[src/rtl/mm_arbiter_pkg.sv]
// Shared types and constants for the two-port memory-mapped bus arbiter.
package mm_arbiter_pkg;
  localparam int              DATA_W         = 16;
  localparam logic [3:0]      TIMEOUT_CYCLES = 4'd15;
  localparam logic [3:0]      TIMEOUT_LAST   = TIMEOUT_CYCLES - 4'd1;
  localparam logic [DATA_W-1:0] ERR_DATA     = 16'hFFFF;

  typedef enum logic [1:0] {
    IDLE = 2'd0,
    BUS  = 2'd1,
    ACK  = 2'd2
  } state_t;
endpackage

[src/rtl/mm_arbiter_if.sv]
// Peripheral-side bus: strobes, address and write data out, read data and ready back.
interface mm_arbiter_if import mm_arbiter_pkg::*; ();
  logic              mm_re;
  logic              mm_we;
  logic [DATA_W-1:0] addr;
  logic [DATA_W-1:0] wdata;
  logic [DATA_W-1:0] rdata;
  logic              rdy;

  modport master (output mm_re, mm_we, addr, wdata, input rdata, rdy);
  modport slave  (input mm_re, mm_we, addr, wdata, output rdata, rdy);
endinterface

[src/rtl/rr_arb2.sv]
// Two-way round-robin winner select; last = port granted most recently.
module rr_arb2 (
  input  logic       req0,
  input  logic       req1,
  input  logic       last,
  output logic [1:0] gnt
);
  // On contention the port that did not win last time takes the bus.
  assign gnt[0] = req0 & (~req1 | last);
  assign gnt[1] = req1 & (~req0 | ~last);
endmodule

[src/rtl/mm_arbiter.sv]
// Arbitrates CPU (port 0) and DMA/debug (port 1) onto one peripheral bus,
// with a bounded wait on the peripheral's rdy.
module mm_arbiter import mm_arbiter_pkg::*; (
  input  logic              clk,
  input  logic              rst_n,
  input  logic              req0,
  input  logic              req1,
  input  logic              we0,
  input  logic              we1,
  input  logic [DATA_W-1:0] addr0,
  input  logic [DATA_W-1:0] addr1,
  input  logic [DATA_W-1:0] wdata0,
  input  logic [DATA_W-1:0] wdata1,
  output logic              gnt0,
  output logic              gnt1,
  output logic              ack0,
  output logic              ack1,
  output logic [DATA_W-1:0] rdata_out,
  output logic              err,
  mm_arbiter_if.master      bus
);
  state_t            state;
  logic              last;
  logic [3:0]        wait_cnt;
  logic [1:0]        win;
  logic              sel_we;
  logic [DATA_W-1:0] sel_addr, sel_wdata;

  rr_arb2 u_arb (.req0(req0), .req1(req1), .last(last), .gnt(win));

  always_comb begin
    sel_we    = win[1] ? we1    : we0;
    sel_addr  = win[1] ? addr1  : addr0;
    sel_wdata = win[1] ? wdata1 : wdata0;
  end

  always_ff @(posedge clk or negedge rst_n) begin
    if (!rst_n) begin
      state     <= IDLE;
      last      <= 1'b1;
      wait_cnt  <= '0;
      gnt0      <= 1'b0;
      gnt1      <= 1'b0;
      ack0      <= 1'b0;
      ack1      <= 1'b0;
      rdata_out <= '0;
      err       <= 1'b0;
      bus.mm_re <= 1'b0;
      bus.mm_we <= 1'b0;
      bus.addr  <= '0;
      bus.wdata <= '0;
    end else begin
      case (state)
        IDLE: if (|win) begin
          state     <= BUS;
          last      <= win[1];
          gnt0      <= win[0];
          gnt1      <= win[1];
          wait_cnt  <= '0;
          bus.mm_re <= ~sel_we;
          bus.mm_we <= sel_we;
          bus.addr  <= sel_addr;
          bus.wdata <= sel_wdata;
        end
        BUS: if (bus.rdy || wait_cnt == TIMEOUT_LAST) begin
          // Either completion or the 15th idle wait cycle ends the bus phase.
          state     <= ACK;
          ack0      <= gnt0;
          ack1      <= gnt1;
          err       <= ~bus.rdy;
          rdata_out <= ~bus.rdy ? ERR_DATA
                     : (bus.mm_we ? {DATA_W{1'b0}} : bus.rdata);
          bus.mm_re <= 1'b0;
          bus.mm_we <= 1'b0;
          bus.addr  <= '0;
          bus.wdata <= '0;
        end else begin
          wait_cnt <= wait_cnt + 4'd1;
        end
        ACK: begin
          state     <= IDLE;
          gnt0      <= 1'b0;
          gnt1      <= 1'b0;
          ack0      <= 1'b0;
          ack1      <= 1'b0;
          rdata_out <= '0;
          err       <= 1'b0;
        end
        default: state <= IDLE;
      endcase
    end
  end
endmodule

[src/flat_wrapper.sv]
// flat-port wrapper written by rule: the top's interface ports become plain ports
module mm_arbiter_flat import mm_arbiter_pkg::*;
  (clk, rst_n, req0, req1, we0, we1, addr0, addr1, wdata0, wdata1, gnt0, gnt1, ack0, ack1, rdata_out, err, bus_mm_re, bus_mm_we, bus_addr, bus_wdata, bus_rdata, bus_rdy);
  mm_arbiter_if bus_i ();
  input  logic clk;
  input  logic rst_n;
  input  logic req0;
  input  logic req1;
  input  logic we0;
  input  logic we1;
  input  logic [DATA_W-1:0] addr0;
  input  logic [DATA_W-1:0] addr1;
  input  logic [DATA_W-1:0] wdata0;
  input  logic [DATA_W-1:0] wdata1;
  output logic gnt0;
  output logic gnt1;
  output logic ack0;
  output logic ack1;
  output logic [DATA_W-1:0] rdata_out;
  output logic err;
  output wire logic [$bits(bus_i.mm_re)-1:0] bus_mm_re;
  output wire logic [$bits(bus_i.mm_we)-1:0] bus_mm_we;
  output wire logic [$bits(bus_i.addr)-1:0] bus_addr;
  output wire logic [$bits(bus_i.wdata)-1:0] bus_wdata;
  input wire logic [$bits(bus_i.rdata)-1:0] bus_rdata;
  input wire logic [$bits(bus_i.rdy)-1:0] bus_rdy;
  assign bus_mm_re = bus_i.mm_re;
  assign bus_mm_we = bus_i.mm_we;
  assign bus_addr = bus_i.addr;
  assign bus_wdata = bus_i.wdata;
  assign bus_i.rdata = bus_rdata;
  assign bus_i.rdy = bus_rdy;
  mm_arbiter u_core (.clk(clk), .rst_n(rst_n), .req0(req0), .req1(req1), .we0(we0), .we1(we1), .addr0(addr0), .addr1(addr1), .wdata0(wdata0), .wdata1(wdata1), .gnt0(gnt0), .gnt1(gnt1), .ack0(ack0), .ack1(ack1), .rdata_out(rdata_out), .err(err), .bus(bus_i));
endmodule
[config.mk]
export PLATFORM = sky130hd
export DESIGN_NAME = mm_arbiter_flat
export DESIGN_NICKNAME = d
export VERILOG_FILES = /design/src/rtl/mm_arbiter_pkg.sv /design/src/rtl/mm_arbiter_if.sv /design/src/rtl/rr_arb2.sv /design/src/rtl/mm_arbiter.sv /design/src/flat_wrapper.sv
export SDC_FILE = /design/constraint.sdc
export NUM_CORES = 1
export LEC_CHECK = 0
export ABC_AREA = 1
export BUFFER_PORTS_ARGS = -buffer_cell sky130_fd_sc_hd__clkbuf_2
export CORE_MARGIN = 2
export CORE_UTILIZATION = 35
export DETAILED_ROUTE_END_ITERATION = 8
export HOLD_SLACK_MARGIN = 0.06
export MAX_ROUTING_LAYER = met4
export SYNTH_ARGS = -nofsm -noshare
export SYNTH_HDL_FRONTEND = slang
export SYNTH_SLANG_ARGS = --single-unit
[constraint.sdc]
create_clock -name clk -period 1.7 [get_ports clk]
set_clock_uncertainty 0.15 [all_clocks]
set_input_delay 0.34 -clock clk [delete_from_list [all_inputs] [get_ports clk]]
set_output_delay 0.34 -clock clk [all_outputs]
set_load 0.01 [all_outputs]
* Word level (Yosys, flattened, before mapping)
Cells that the tools add are included.
Operators by class: add/subtract/negate cells 1, muxes and demuxes 33, bitwise operators 9, reductions and logical operators 12, equal/unequal tests 6
Operators by type and width (count):
- $mux W16 | 8
- $pmux W16 S2 | 3
- $pmux W1 S2 | 7
- $mux W1 | 9
- $mux W4 | 2
- $pmux W4 S2 | 1
- $reduce_and A2 Y1 | 4
- $reduce_and A3 Y1 | 2
- $reduce_bool A2 Y1 | 3
- $not A1 Y1 | 5
- $add A4 B1 Y4 const B | 1
- $eq A4 B4 Y1 const B | 1
- $mux W2 | 2
- $ne A2 B1 Y1 const B | 2
- $pmux W2 S2 | 1
- $and A1 B1 Y1 | 2
- $eq A2 B1 Y1 const B | 1
- $eq A2 B2 Y1 const B | 1
- $logic_not A2 Y1 | 1
- $ne A2 B2 Y1 const B | 1
- $or A1 B1 Y1 | 2
- $reduce_or A2 Y1 | 1
- $logic_or A1 B1 Y1 | 1
Word-level totals: bits in registers 62, logic and storage cells 74

* Logic depth before layout (Yosys ltp)
depth after elaboration 7, mapped depth 9, gate-level depth less buffers 9

* Cells and area by module
Synthesis repeated with hierarchy kept, for this count alone.
Second synthesis, totals: cell total of the unflattened synthesis 431, area, all modules 3213.1 µm²
Modules (own cells, without submodules):
- mm_arbiter | area each 3185.6 µm², times used 1, sequential area each 1552.7 µm², cells each 427
- rr_arb2 | area each 27.5 µm², times used 1, sequential area each 0.0 µm², cells each 4

* Worst setup path after synthesis
No wires, ideal clock.
kind register to register, from register u_core.wait_cnt[0], to register u_core.rdata_out[13], arrival 1.174 ns, buffers on the path 1, clock period less this slack 1.447 ns, path slack 0.253 ns, required time 1.427 ns, setup time 0.123 ns, cell stages (with the launch flop) 10, cell sequence dfrtp_1 -> inv_1 -> ha_1 -> nand3_1 -> nand2_1 -> nand2_2 -> buf_2 -> inv_2 -> o21ai_0 -> nand2_1
Between the ends: cells in the longest elaborated chain, start to end 4
Ends and longest elaborated chain:
- from (decl) | RTL line mm_arbiter.sv:24 | logic [3:0] wait_cnt;
- from (signal assigned) | RTL line mm_arbiter.sv:78 | wait_cnt <= wait_cnt + 4'd1;
- $eq A4 B4 Y1 | RTL line mm_arbiter.sv:65 | BUS: if (bus.rdy || wait_cnt == TIMEOUT_LAST) begin
- $logic_or A1 B1 Y1 | RTL line mm_arbiter.sv:65
- $ne A2 B1 Y1 (no line)
- $reduce_and A2 Y1 (no line)
- to (signal assigned) | RTL line mm_arbiter.sv:71 | rdata_out <= ~bus.rdy ? ERR_DATA
- to (decl) | RTL line mm_arbiter.sv:18 | output logic [DATA_W-1:0] rdata_out,
Every way passes these cells. A chain may end at the register's enable or synchronous reset.

* Worst setup path in the final report
from register u_core.wait_cnt[0], to register u_core.rdata_out[12]
Same word-level chain as after synthesis.

==> metrics.md <==
| Metric | Value |
|---|---|
| Run status | complete, no violations |
| Clock Tree Buf Depth | 2 |
| Part of the power in combinational logic | 0.466 |
| Fraction of the mapped netlist area in adder cells | 0.00791 |
| Worst setup EP type | register |
| Final WS setup | 0.141 ns |
| First-pass GRT wire length | 13800 um |
| Number of global-route vias before repair | 2918 |
| Final slew viol count | 0 |
| Final setup violation count | 0 |
| Main combinational cell family by area after synthesis | simple AND/OR/NAND/NOR gates |
| Drt drc | 0 |
| WHS | 0.103 ns |
| Row count | 34 |
| Placer congestion estimate | 0.821 |
| Relative slew slack | 0.738 |
| Cell Int Power | 4.04 mW |
| Fin. Hold Viols | 0 |
| Dpl ws | 0.0261 ns |
| Power Dens Cells | 1610 nW/um^2 |
| Die area | 9820 sq um |
| Part of the power in registers | 0.371 |
| Layout Nets | 642 |
| Post-synthesis compound-gate area fraction | 0.113 |
| Core footprint | 8760 sq um |
| P_sw | 2.84 mW |
| Worst-path clk slew | 0.06 ns |
| Synth Register Bits | 62 |
| Clk_lat worst skew | 0.32 ns |
| Residual overflow from global routing | 0 |
| Root buf cell | clkbuf_8 |
| MaxCap Viol Count | 0 |
| FMAX | 0.641 GHz |
| Post-Synth XOR/XNOR Area | 0.00554 |
| Cell variety after synth | 22 |
| Post-route insts no fill | 665 |
| DR WL/cell | 12.6 um |
| Layout fillers | 875 |
| Overall power | 6.88 mW |
| Hold crit path type | input port to register |
| Clock power frac | 0.164 |
| Worst-path fanout max | 17 |
| Post-route setup TNS | 0 ns |
| Slew @ Worst Pin | 0.392 ns |
| Die height | 99.1 um |
| TritonCTS buffer count | 9 |
| Cell Area, Placed | 4000 sq um |
| Leakage | 2.41 nW |
| Post-route clock period utilization | 0.917 |
| Total GRT Usage | 0.177 |
| 1st-pass router iterations | 4 |
| Largest net degree at the start of global routing | 63 |
| Switching share of power | 0.413 |
| Synth Area in Simple Gates | 0.290 |
| Startpoint Class | register |
| Multiplexer share of the synthesized area | 0 |
| WP data required | 1.79 ns |
| Clk sinks | 62 |
| Area growth, synth to finish | 34.8% |
| Syn nets | 500 |
| Initial Util | 0.361 |
| Deepest level of the CTS H-tree | 3 |
| Via density per instance | 4.76 |
| Die span in x | 99.1 um |
| Post-synthesis area per instance | 7.70 sq um |
| Diodes inserted | 0 |
| Port Buf Inserts | 141 |
| Routed Antenna Nets | 0 |
| Placed cells | 646 |
| CTS tree | done |
| Post-Route WL | 8410 um |
| Detailed Route Iter0 Violations | 140 |
| Final Cell Area | 4270 sq um |
| Yosys warning count | 0 |
| Register area share after synthesis | 0.491 |
| Via count | 3164 |
| Share of layout cells above drive strength 1 | 0.327 |
| Kind of critical path | register to register |
| Maximum vdd drop | 0.000704 V |
| Syn Inst Count | 411 |
| Final design utilization | 0.487 |
| CP arrival | 1.65 ns |
| I/O pins | 142 |
| Initial antenna violation count | 0 |
| Tmin final | 1.56 ns |
| Post-Syn Area | 3160 sq um |
| Dpl hpwl | 6000 um |
synthesized netlist by cell type:
library cell    n  area share
o21ai_4         1      0.0051
xnor2_1         1      0.0028
nor2_2          2      0.0040
buf_4           2      0.0047
nand3_1        60       0.095
a21oi_1        25       0.040
xor2_1          1      0.0028
nor2_1         35       0.042
dfstp_2         1      0.0083
dfrtp_1        61        0.48
nand3b_1       11       0.026
buf_6           2      0.0071
o211ai_1        1      0.0024
nand2_2         2      0.0040
inv_1          34       0.040
buf_2          20       0.032
inv_2           3      0.0036
nand2_1       101        0.12
ha_1            2      0.0079
o21ai_0        21       0.033
clkbuf_1        4      0.0047
o21ai_1        21       0.033
cells by family (layout without fill, tap and decap cells):
logic type               count (synthesis)  in the layout
AND/OR/NAND/NOR                        211            211
AO/OA/AOI/OAI                           69             69
buffers and inverters                   65            211
flip-flops                              62             62
adder cells (fa/ha/maj)                  2              2
XOR/XNOR                                 2              2
registers in the layout, indices dropped and copies added (netlist names):
name and cells:
u_core.ack0 1, u_core.ack1 1, u_core.bus.addr 16, u_core.bus.mm_re 1, u_core.bus.mm_we 1, u_core.bus.wdata 16
u_core.err 1, u_core.gnt0 1, u_core.gnt1 1, u_core.last 1, u_core.rdata_out 16, u_core.state 2
u_core.wait_cnt 4
layout make-up:
class / count / area (sq um) / area share
multi-input cells: 284 / 1350 / 0.316
well taps: 108 / 135 / 0.0317
clock inverters: 1 / 5.00 / 0.00117
flip-flops and latches: 62 / 1550 / 0.364
repair buffers: 159 / 923 / 0.216
inverters: 37 / 140 / 0.0329
clock buffers: 14 / 163 / 0.0381
final timing paths:
kind,from,endpoint,slack (ns),depth (start not counted)
hold / removal,bus_rdy,u_core.err,0.10,2
setup / recovery,u_core.wait_cnt[0],u_core.rdata_out[12],0.14,7
min in group asynchronous,rst_n,u_core.rdata_out[1],0.40,3
max in group asynchronous,rst_n,u_core.last,0.69,3
setup reg to reg,u_core.wait_cnt[0],u_core.rdata_out[12],0.14,7
hold reg to reg,u_core.last,u_core.last,0.33,2
cell usage in the layout (no fill, tap or decap):
cell type / n
clkinv_2: 2
nand2_8: 1
clkbuf_2: 140
nand2_4: 1
clkbuf_8: 11
xor2_1: 1
buf_2: 1
buf_4: 10
ha_1: 2
nand3_1: 60
nand2_1: 98
buf_6: 2
buf_12: 3
dfstp_2: 1
dlygate4sd3_1: 1
o21ai_1: 21
clkbuf_1: 3
xnor2_1: 1
nor2_1: 35
clkbuf_16: 2
o211ai_1: 1
a21oi_1: 25
dfrtp_1: 61
o21ai_0: 21
nor2_2: 2
o21ai_4: 1
inv_1: 34
inv_2: 2
nand3b_1: 11
nand2_2: 3
metal layers:
| layer | vias to the layer above | wire [um] | global-route usage |
|---|---|---|---|
| met3 | 9 | 576 | 0.0496 |
| met2 | 103 | 3940 | 0.269 |
| li1 | 1607 | - | - |
| met1 | 1445 | 3820 | 0.232 |
| met4 | 0 | 77 | 0.0474 |
| met5 | - | 0 | - |
critical path, cell delays in order, from the launching register on:
cell and delay [ns]:
dfrtp_1 0.41, inv_1 0.09, ha_1 0.14, nand3_1 0.09
nand2_2 0.13, nand2_8 0.10, clkbuf_16 0.19, o21ai_0 0.17
repair_timing:
item / CTS / global route
hold buffers: 1 / 0
setup buffers: 0 / 1
setup endpoints to repair: 0 / 38
hold endpoints to repair: 61 / 0
resized for setup: 0 / 9
power groups by stage:
| stage | combinational [mW] | sequential [mW] | clock, mW |
|---|---|---|---|
| floorplan | 1.67 | 2.79 | 0 |
| global placement | 3.04 | 2.57 | 0 |
| detailed placement | 3.09 | 2.56 | 0 |
| CTS | 3.09 | 2.56 | 1.17 |
| global route | 3.63 | 2.64 | 1.22 |
| finish | 3.20 | 2.55 | 1.13 |
(Power assumes the default switching activity.)
